<file path="src/rtl/cpu_pkg.sv">
// Shared CPU definitions: datapath widths, depths and control-field encodings.
// DP_IO_PORT_EN (when defined) maps IO_ADDR onto an external I/O byte in datapath.
package cpu_pkg;

  localparam int unsigned DATA_W      = 8;
  localparam int unsigned RF_ADDR_W   = 4;
  localparam int unsigned RF_DEPTH    = 16;
  localparam int unsigned DMEM_ADDR_W = 8;
  localparam int unsigned DMEM_DEPTH  = 256;

  localparam logic [DMEM_ADDR_W-1:0] IO_ADDR = 8'hFF;

  typedef enum logic [1:0] {
    ALU_PASS = 2'b00,
    ALU_ADD  = 2'b01,
    ALU_SUB  = 2'b10,
    ALU_AND  = 2'b11
  } alu_op_t;

  typedef enum logic [1:0] {
    WB_ALU  = 2'b00,
    WB_MEM  = 2'b01,
    WB_IMM  = 2'b10,
    WB_ZERO = 2'b11
  } wb_sel_t;

endpackage

</file>
<file path="src/rtl/cpu_regfile.sv">
// 16x8 register file: one synchronous write port, two gated combinational read ports.
// Registers clear asynchronously on rst; reads during a write return the old value.
module cpu_regfile
  import cpu_pkg::*;
(
  input  logic                 clk,
  input  logic                 rst,
  input  logic [RF_ADDR_W-1:0] w_addr,
  input  logic [DATA_W-1:0]    w_data,
  input  logic                 w_wr,
  input  logic [RF_ADDR_W-1:0] rp_addr,
  input  logic                 rp_rd,
  output logic [DATA_W-1:0]    rp_data_c,
  input  logic [RF_ADDR_W-1:0] rq_addr,
  input  logic                 rq_rd,
  output logic [DATA_W-1:0]    rq_data_c
);

  logic [DATA_W-1:0] rf_q [RF_DEPTH];
  logic [DATA_W-1:0] rf_d [RF_DEPTH];

  always_comb begin
    for (int unsigned i = 0; i < RF_DEPTH; i++) begin
      rf_d[i] = rf_q[i];
    end
    if (w_wr) begin
      rf_d[w_addr] = w_data;
    end
  end

  always_ff @(posedge clk or posedge rst) begin
    if (rst) begin
      for (int unsigned i = 0; i < RF_DEPTH; i++) begin
        rf_q[i] <= '0;
      end
    end else begin
      for (int unsigned i = 0; i < RF_DEPTH; i++) begin
        rf_q[i] <= rf_d[i];
      end
    end
  end

  // Disabled read ports drive zero so downstream ALU/store see a clean 0.
  assign rp_data_c = rp_rd ? rf_q[rp_addr] : '0;
  assign rq_data_c = rq_rd ? rf_q[rq_addr] : '0;

endmodule

</file>
<file path="src/rtl/datapath.sv">
// Execution datapath: register file, 4-function ALU, writeback mux and 256x8 data memory.
// Optional DP_IO_PORT_EN redirects loads/stores at IO_ADDR to io_in/io_out.
module datapath
  import cpu_pkg::*;
(
  input  logic       clk,
  input  logic       rst,
  input  logic [7:0] D_addr,
  input  logic       D_rd,
  input  logic       D_wr,
  input  logic [7:0] RF_W_data,
  input  logic       RF_s1,
  input  logic       RF_s0,
  input  logic [3:0] RF_W_addr,
  input  logic       RF_W_wr,
  input  logic [3:0] RF_Rp_addr,
  input  logic       RF_Rp_rd,
  input  logic [3:0] RF_Rq_addr,
  input  logic       RF_Rq_rd,
  input  logic       alu_s1,
  input  logic       alu_s0,
  output logic       RF_Rp_zero
`ifdef DP_IO_PORT_EN
  ,
  input  logic [7:0] io_in,
  output logic [7:0] io_out
`endif
);

  logic [DATA_W-1:0] rp_data_c;
  logic [DATA_W-1:0] rq_data_c;
  logic [DATA_W-1:0] alu_res_c;
  logic [DATA_W-1:0] mem_rdata_c;
  logic [DATA_W-1:0] wb_data_c;
  logic              dmem_we_c;
  logic [DATA_W-1:0] dmem_d;
  logic [DATA_W-1:0] dmem_q [DMEM_DEPTH];
  alu_op_t           alu_op;
  wb_sel_t           wb_sel;

  assign alu_op = alu_op_t'({alu_s1, alu_s0});
  assign wb_sel = wb_sel_t'({RF_s1, RF_s0});

  cpu_regfile u_regfile (
    .clk       (clk),
    .rst       (rst),
    .w_addr    (RF_W_addr),
    .w_data    (wb_data_c),
    .w_wr      (RF_W_wr),
    .rp_addr   (RF_Rp_addr),
    .rp_rd     (RF_Rp_rd),
    .rp_data_c (rp_data_c),
    .rq_addr   (RF_Rq_addr),
    .rq_rd     (RF_Rq_rd),
    .rq_data_c (rq_data_c)
  );

  // Modulo-2^8 arithmetic; carry and borrow are dropped.
  always_comb begin
    alu_res_c = rp_data_c;
    case (alu_op)
      ALU_PASS: alu_res_c = rp_data_c;
      ALU_ADD:  alu_res_c = DATA_W'(rp_data_c + rq_data_c);
      ALU_SUB:  alu_res_c = DATA_W'(rp_data_c - rq_data_c);
      ALU_AND:  alu_res_c = rp_data_c & rq_data_c;
      default:  alu_res_c = rp_data_c;
    endcase
  end

  always_comb begin
    wb_data_c = '0;
    case (wb_sel)
      WB_ALU:  wb_data_c = alu_res_c;
      WB_MEM:  wb_data_c = mem_rdata_c;
      WB_IMM:  wb_data_c = RF_W_data;
      WB_ZERO: wb_data_c = '0;
      default: wb_data_c = '0;
    endcase
  end

  assign dmem_d = rp_data_c;

`ifdef DP_IO_PORT_EN
  logic [DATA_W-1:0] io_out_q;
  logic [DATA_W-1:0] io_out_d;

  always_comb begin
    dmem_we_c   = D_wr && (D_addr != IO_ADDR);
    io_out_d    = io_out_q;
    mem_rdata_c = '0;
    if (D_wr && (D_addr == IO_ADDR)) begin
      io_out_d = rp_data_c;
    end
    if (D_rd) begin
      mem_rdata_c = (D_addr == IO_ADDR) ? io_in : dmem_q[D_addr];
    end
  end

  always_ff @(posedge clk or posedge rst) begin
    if (rst) begin
      io_out_q <= '0;
    end else begin
      io_out_q <= io_out_d;
    end
  end

  assign io_out = io_out_q;
`else
  always_comb begin
    dmem_we_c   = D_wr;
    mem_rdata_c = D_rd ? dmem_q[D_addr] : '0;
  end
`endif

  // Data memory is deliberately not reset; contents survive rst.
  always_ff @(posedge clk) begin
    if (dmem_we_c) begin
      dmem_q[D_addr] <= dmem_d;
    end
  end

  assign RF_Rp_zero = RF_Rp_rd && (rp_data_c == '0);

endmodule

</file>
<file path="config.mk">
export PLATFORM = sky130hd
export DESIGN_NAME = datapath
export DESIGN_NICKNAME = d
export VERILOG_FILES = /design/src/rtl/cpu_pkg.sv /design/src/rtl/cpu_regfile.sv /design/src/rtl/datapath.sv
export SDC_FILE = /design/constraint.sdc
export NUM_CORES = 2
export LEC_CHECK = 0
export BUFFER_PORTS_ARGS = -buffer_cell sky130_fd_sc_hd__buf_4
export CAP_MARGIN = 10
export CORE_ASPECT_RATIO = 1.1
export CORE_MARGIN = 4
export CORE_UTILIZATION = 49
export CTS_BUF_LIST = sky130_fd_sc_hd__clkbuf_16
export CTS_CLUSTER_DIAMETER = 80
export DETAILED_ROUTE_END_ITERATION = 7
export PLACE_DENSITY = 0.67
export SLEW_MARGIN = 20
export SYNTH_ARGS = -nofsm -noshare
export SYNTH_HDL_FRONTEND = slang
export SYNTH_SLANG_ARGS = --single-unit
</file>
<file path="constraint.sdc">
create_clock -name clk -period 6.2 [get_ports clk]
set_input_delay 1.24 -clock clk [delete_from_list [all_inputs] [get_ports clk]]
set_output_delay 1.24 -clock clk [all_outputs]
set_load 0.05 [all_outputs]
</file>
; Word level (Yosys, flattened, before mapping)
; Memory sizes are Yosys's and may differ from the RTL's.
; Index checks and enable logic that the tools add are counted.
[classes]
addsub = 2
multipliers = 0
div = 0
magnitude_cmp = 4
eq_ne = 6
n_shift = 0
n_mux = 16
n_bitwise = 4
n_reduce_logical = 5
[ops]
columns = operator, n
row1 = 128-bit bitwise mux, 1
row2 = 8-bit binary-select mux with 4-bit select, 2
row3 = 8-bit 2-to-1 mux, 8
row4 = 8-bit one-hot mux with 4 select lines, 2
row5 = 8-bit demux with 4-bit select, 1
row6 = 5-bit >= comparator (second input constant), 3
row7 = 4-bit inverter with 5-bit output, 3
row8 = 8-bit adder, 1
row9 = 8-bit AND, 1
row10 = 2-bit equality test (second input constant), 4
row11 = 8-bit zero test, 1
row12 = 8-bit subtractor, 1
row13 = 5-bit by 1-bit less-than comparator with 1-bit output (second input constant), 1
row14 = 2-bit by 1-bit equality test with 1-bit output (second input constant), 2
row15 = 2-bit zero test, 2
row16 = 1-bit logical AND, 2
row17 = 1-bit 2-to-1 mux, 2
[totals]
ff_bits = 128
latchBits = 0
ram_bits = 2048
mem_bits_ro = 0
input_bits = 39
output_inout_bits = 1
word_cells = 54
memories = 1
[mem_list]
columns = name, words, width, read_ports, rd_ports_with_merged_regs, write_ports, line
row1 = dmem_q, 256, 8, 1, 0, 1, datapath.sv:37  ; logic [DATA_W-1:0] dmem_q [DMEM_DEPTH];

; Depth between registers and ports, before layout
[logic_depth]
depth_word = 9
depth_mapped = 19
ltp_nobuf = 16

; By module
; From an unflattened synthesis, not the netlist that was laid out.
[hier_totals]
cells_unflattened = 4410
hier_area_um2 = 87742.9
[modules_own_cells]
columns = module, instances, cells_each, area_each_um2, seq_area_each_um2
row1 = datapath, 1, 3914, 80627.3, 61499.0
row2 = cpu_regfile, 1, 496, 7115.6, 3203.1

; Worst setup path before layout
; Ideal clock, no wire load.
[synth_timing]
path_kind = input port to flip-flop
startpoint = input port RF_Rp_addr[1]
endpoint = register u_regfile.rf_q[60] (netlist bit)
setup_time_ps = 67
t_arrival_ps = 8558
required_time_ps = 6133
path_slack_ps = -2425
path_stages = 15
path_cell_list = clkbuf_1 buf_1 buf_1 mux4_2 mux2i_1 mux2i_1 and2_1 ha_1 a21o_1 a21oi_1 xnor2_1 a221oi_1 o32ai_1 clkbuf_1 mux2_2
[synth_via]
elab_chain_len = 9
[synth_lines]
columns = item, line
row1 = start: declaration, datapath.sv:16  ; input logic [3:0] RF_Rp_addr,
row2 = 4-bit inverter with 5-bit output (implied by the code) (*), cpu_regfile.sv:44  ; assign rp_data_c = rp_rd ? rf_q[rp_addr] : '0;
row3 = 8-bit binary-select mux with 4-bit select (*), cpu_regfile.sv:44
row4 = 8-bit 2-to-1 mux (implied by the code) (*) (2 in a row), cpu_regfile.sv:44
row5 = 8-bit 2-to-1 mux (*), cpu_regfile.sv:44
row6 = via dmem_d[2], datapath.sv:36  ; logic [DATA_W-1:0] dmem_d;
row7 = 8-bit subtractor / 8-bit adder (equally long branches), "datapath.sv:64, datapath.sv:63"
row8 = 8-bit one-hot mux with 4 select lines (*), datapath.sv:61  ; case (alu_op)
row9 = 8-bit one-hot mux with 4 select lines (*), datapath.sv:72  ; case (wb_sel)
row10 = 128-bit bitwise mux (*), cpu_regfile.sv:27  ; rf_d[w_addr] = w_data;
row11 = end signal: indexed assignment, cpu_regfile.sv:38  ; rf_q[i] <= rf_d[i];
row12 = end: declaration, cpu_regfile.sv:19  ; logic [DATA_W-1:0] rf_q [RF_DEPTH];
; Mark *: on every way through the listed nets, which the timed path passes. The rest lies on a longest branch. The select of a mux whose other input is x is not followed.
; A chain may end at the register's enable or synchronous reset.

; Worst setup path in the final report
[layout_timing]
startpoint = input port RF_Rp_addr[0]
endpoint = output port RF_Rp_zero
[layout_via]
elab_chain_len = 7
[layout_lines]
columns = item, line
row1 = 4-bit inverter with 5-bit output (implied by the code), cpu_regfile.sv:44
row2 = 8-bit binary-select mux with 4-bit select, cpu_regfile.sv:44
row3 = 8-bit 2-to-1 mux (implied by the code) (2 in a row), cpu_regfile.sv:44
row4 = 8-bit 2-to-1 mux, cpu_regfile.sv:44
row5 = 8-bit zero test, datapath.sv:122  ; assign RF_Rp_zero = RF_Rp_rd && (rp_data_c == '0);
row6 = 1-bit logical AND, datapath.sv:122
row7 = end: declaration, datapath.sv:22  ; output logic RF_Rp_zero
; No other way between the ends. The select of a mux whose other input is x is not followed.

==> impl_metrics.env <==
export IMPL_synth_edf_count=2048
export IMPL_die_y_microns=450
export IMPL_drt_iter0_drc=5411
export IMPL_fin_nets=4337
export IMPL_critPathCapture="RF_Rp_zero"
export IMPL_path_clk_slew_ns=0.06
export IMPL_max_stage_delay_ns=0.54
export IMPL_area_delta_synth_final_pct=11.8
export IMPL_worstMarginPinSlew_ns=1.10
export IMPL_hold_path_class="flop to flop"
export IMPL_cp_arrival_ns=3.88
export IMPL_drtAntennaViolNets=0
export IMPL_synth_distinct_cells=76
export IMPL_finalCriticalPeriod_ns=5.12
export IMPL_ys_flop_type="edfxtp_1"
export IMPL_setup_violations=0
export IMPL_dp_cells=6456
export IMPL_cts_tree="done"
export IMPL_cap_violations=0
export IMPL_wl_microns=218000
export IMPL_drc=0
export IMPL_ys_async_sr_fraction_pct=5.88
export IMPL_fp_row_count=162
export IMPL_clk_path_buf_depth=3
export IMPL_end_kind="primary output"
export IMPL_slew_headroom_pct=26.6
export IMPL_timing_rr_end="u_regfile.rf_q[28]$_DFFE_PP0P_"
export IMPL_cts_max_level=4
export IMPL_ys_seq_area_share_pct=74.2
export IMPL_critPathMaxFanout=17
export IMPL_syn_num_nets=4131
export IMPL_grt_overflow_total=0
export IMPL_grt_antenna_before_repair=10
export IMPL_rsz0062_at_grt="no"
export IMPL_r2r_slack_ns=1.87
export IMPL_power_density_nw_per_um2=328
export IMPL_grt_max_degree=186
export IMPL_postCtsHoldBufs=0
export IMPL_grt_pass1_wl_microns=319000
export IMPL_cp_start_kind="primary input"
export IMPL_critPathKind="primary input to primary output"
export IMPL_status="complete, no violations"
export IMPL_hold_viol=0
export IMPL_dpl_cell_area_sq_um=91100
export IMPL_cts_setup_buffers=0
export IMPL_track_usage_pct=23.9
export IMPL_first_global_vias=43600
export IMPL_die_area_sq_um=185000
export IMPL_ios=40
export IMPL_syn_area_sq_um=87200
export IMPL_peakVddDrop_uv=308
export IMPL_r2r_start="u_regfile.rf_q[0]$_DFFE_PP0P_"
export IMPL_final_cell_mix="2048 x edfxtp_1, 673 x mux4_2, 315 x nor2_1"
export IMPL_io_buffer_count=39
export IMPL_ys_ff_latch=2176
export IMPL_crit_path_cell_trace="buf_4, buf_4, mux4_2, mux2i_1, mux2i_1, nor4_1, nand3_1, nor4_1, buf_4, buf_4"
export IMPL_layout_commonest_cell="edfxtp_1"
export IMPL_cts_sinks=2176
export IMPL_wl_per_cell_microns=31.9
export IMPL_fillers=13200
export IMPL_crit_path_frequent_cell="buf_4"
export IMPL_cp_slowest_cell="mux4_2"
export IMPL_drive_gt1_share_pct=30.1
export IMPL_skew_ns=0.0256
export IMPL_syn_avg_cell_area_sq_um=21.4
export IMPL_firstDrtPassIters=5
export IMPL_cts_root_buf="clkbuf_16"
export IMPL_synth_warnings=0
export IMPL_place_gp_congestion=0.902
export IMPL_fin_hold_ws_ns=0.509
export IMPL_clock_fmax_mhz=195
export IMPL_fin_area_sq_um=97500
export IMPL_die_w_microns=410
export IMPL_routed_via_density=6.32
export IMPL_startpoint="RF_Rp_addr[0]"
export IMPL_dp_hpwl_microns=136000
export IMPL_core_sq_um=177000
export IMPL_rr_worst_depth=13
export IMPL_cts_resized=0
export IMPL_cellLeakagePower_nw=31.4
export IMPL_synth_cells=4079
export IMPL_critPathRequiredTime_ns=4.96
export IMPL_clk_latency_ns=0.87
export IMPL_slew_viol_final=0
export IMPL_start_util_pct=49.2
export IMPL_vias=43200
export IMPL_period_share_pct=82.6
export IMPL_fin_cells=6834
export IMPL_cts_buffers=204
[synthesized netlist by cell type (8+ instances only)]
library cell / instances / area [sq um]
a21oi_1: 57 / 285
a21oi_2: 10 / 87.6
a22oi_1: 36 / 270
and2_1: 11 / 68.8
buf_1: 17 / 63.8
buf_2: 53 / 265
buf_4: 19 / 143
buf_6: 30 / 338
clkbuf_1: 127 / 477
dfrtp_1: 128 / 3200
edfxtp_1: 2048 / 61500
ha_1: 12 / 150
inv_1: 19 / 71.3
mux2_2: 88 / 991
mux2i_1: 39 / 390
mux4_2: 673 / 15200
nand2_1: 68 / 255
nand2b_1: 18 / 113
nand3_1: 38 / 190
nand4_1: 8 / 50.1
nor2_1: 322 / 1210
nor2b_1: 20 / 125
nor3_1: 46 / 230
nor4_1: 13 / 81.3
o21ai_0: 22 / 110
o22ai_1: 21 / 131
[how the worst min path moves through the flow]
stage / from / to / slack [ns] / cells past startpoint
final: u_regfile.rf_q[110]$_DFFE_PP0P_ / u_regfile.rf_q[110]$_DFFE_PP0P_ / 0.51 / 2
after global routing: u_regfile.rf_q[12]$_DFFE_PP0P_ / u_regfile.rf_q[12]$_DFFE_PP0P_ / 0.55 / 1
after CTS: rst / u_regfile.rf_q[116]$_DFFE_PP0P_ / 0.51 / 2
after detailed placement: u_regfile.rf_q[110]$_DFFE_PP0P_ / u_regfile.rf_q[110]$_DFFE_PP0P_ / 0.50 / 2
after global placement: u_regfile.rf_q[110]$_DFFE_PP0P_ / u_regfile.rf_q[110]$_DFFE_PP0P_ / 0.48 / 2
after floorplan: u_regfile.rf_q[109]$_DFFE_PP0P_ / u_regfile.rf_q[109]$_DFFE_PP0P_ / 0.46 / 2
[state kept, by name, summed over array words and instances (netlist names)]
signal / count
dmem_q: 2048
u_regfile.rf_q: 128
[layout make-up]
cell class	instances	area, sq um	area share, %
antenna	4	10.0	0.0103
tap	2378	2980	3.05
multi-input combinational	1633	21200	21.8
inverter	20	88.8	0.0911
timing repair buffer	250	2180	2.24
clock buffer	207	5180	5.31
clock inverter	166	1150	1.18
sequential	2176	64700	66.4
[logic make-up (layout without fill, tap and decap cells)]
logic type      after synthesis  after routing  share of synthesized area [%]
buf+inv                     270            643                           1.64
simple gates                581            581                           2.98
mux                         807            807                           19.1
compound gates              221            221                           1.77
other cells                   0              4                              0
xor+xnor                     11             11                          0.126
fa+ha+maj                    13             13                          0.195
flops                      2176           2176                           74.2
[where the power goes]
group / switching, mW / internal, mW
combinational: 1.87 / 1.07
clock: 5.37 / 6.58
sequential: 0.180 / 16.9
total: 7.41 / 24.5
[critical path, delay by kind of cell]
| kind | cells | cell delay, ns |
|---|---|---|
| buffers and inverters | 4 | 1.05 |
| multiplexers | 3 | 0.83 |
| AND/OR/NAND/NOR | 3 | 0.74 |
[metal layers]
layer  share of wire [%]  GRT usage [%]
met3                 8.8           4.95
met5               0.025              0
met4                 4.1           9.60
met1                  39           33.5
met2                  48           37.0
[metrics by stage]
step | setup TNS, ns | utilization, % | total power, mW | setup WS, ns
finish | 0 | 55.0 | 31.9 | 1.08
floorplan | -9.00 | - | 19.2 | -0.252
global placement | 0 | 51.4 | 20.2 | 0.677
CTS | 0 | 55.0 | 32.1 | 1.08
detailed placement | 0 | 51.4 | 20.3 | 0.628
global route | 0 | 55.0 | 32.9 | 0.814
Power figures use the tool's default switching activity.
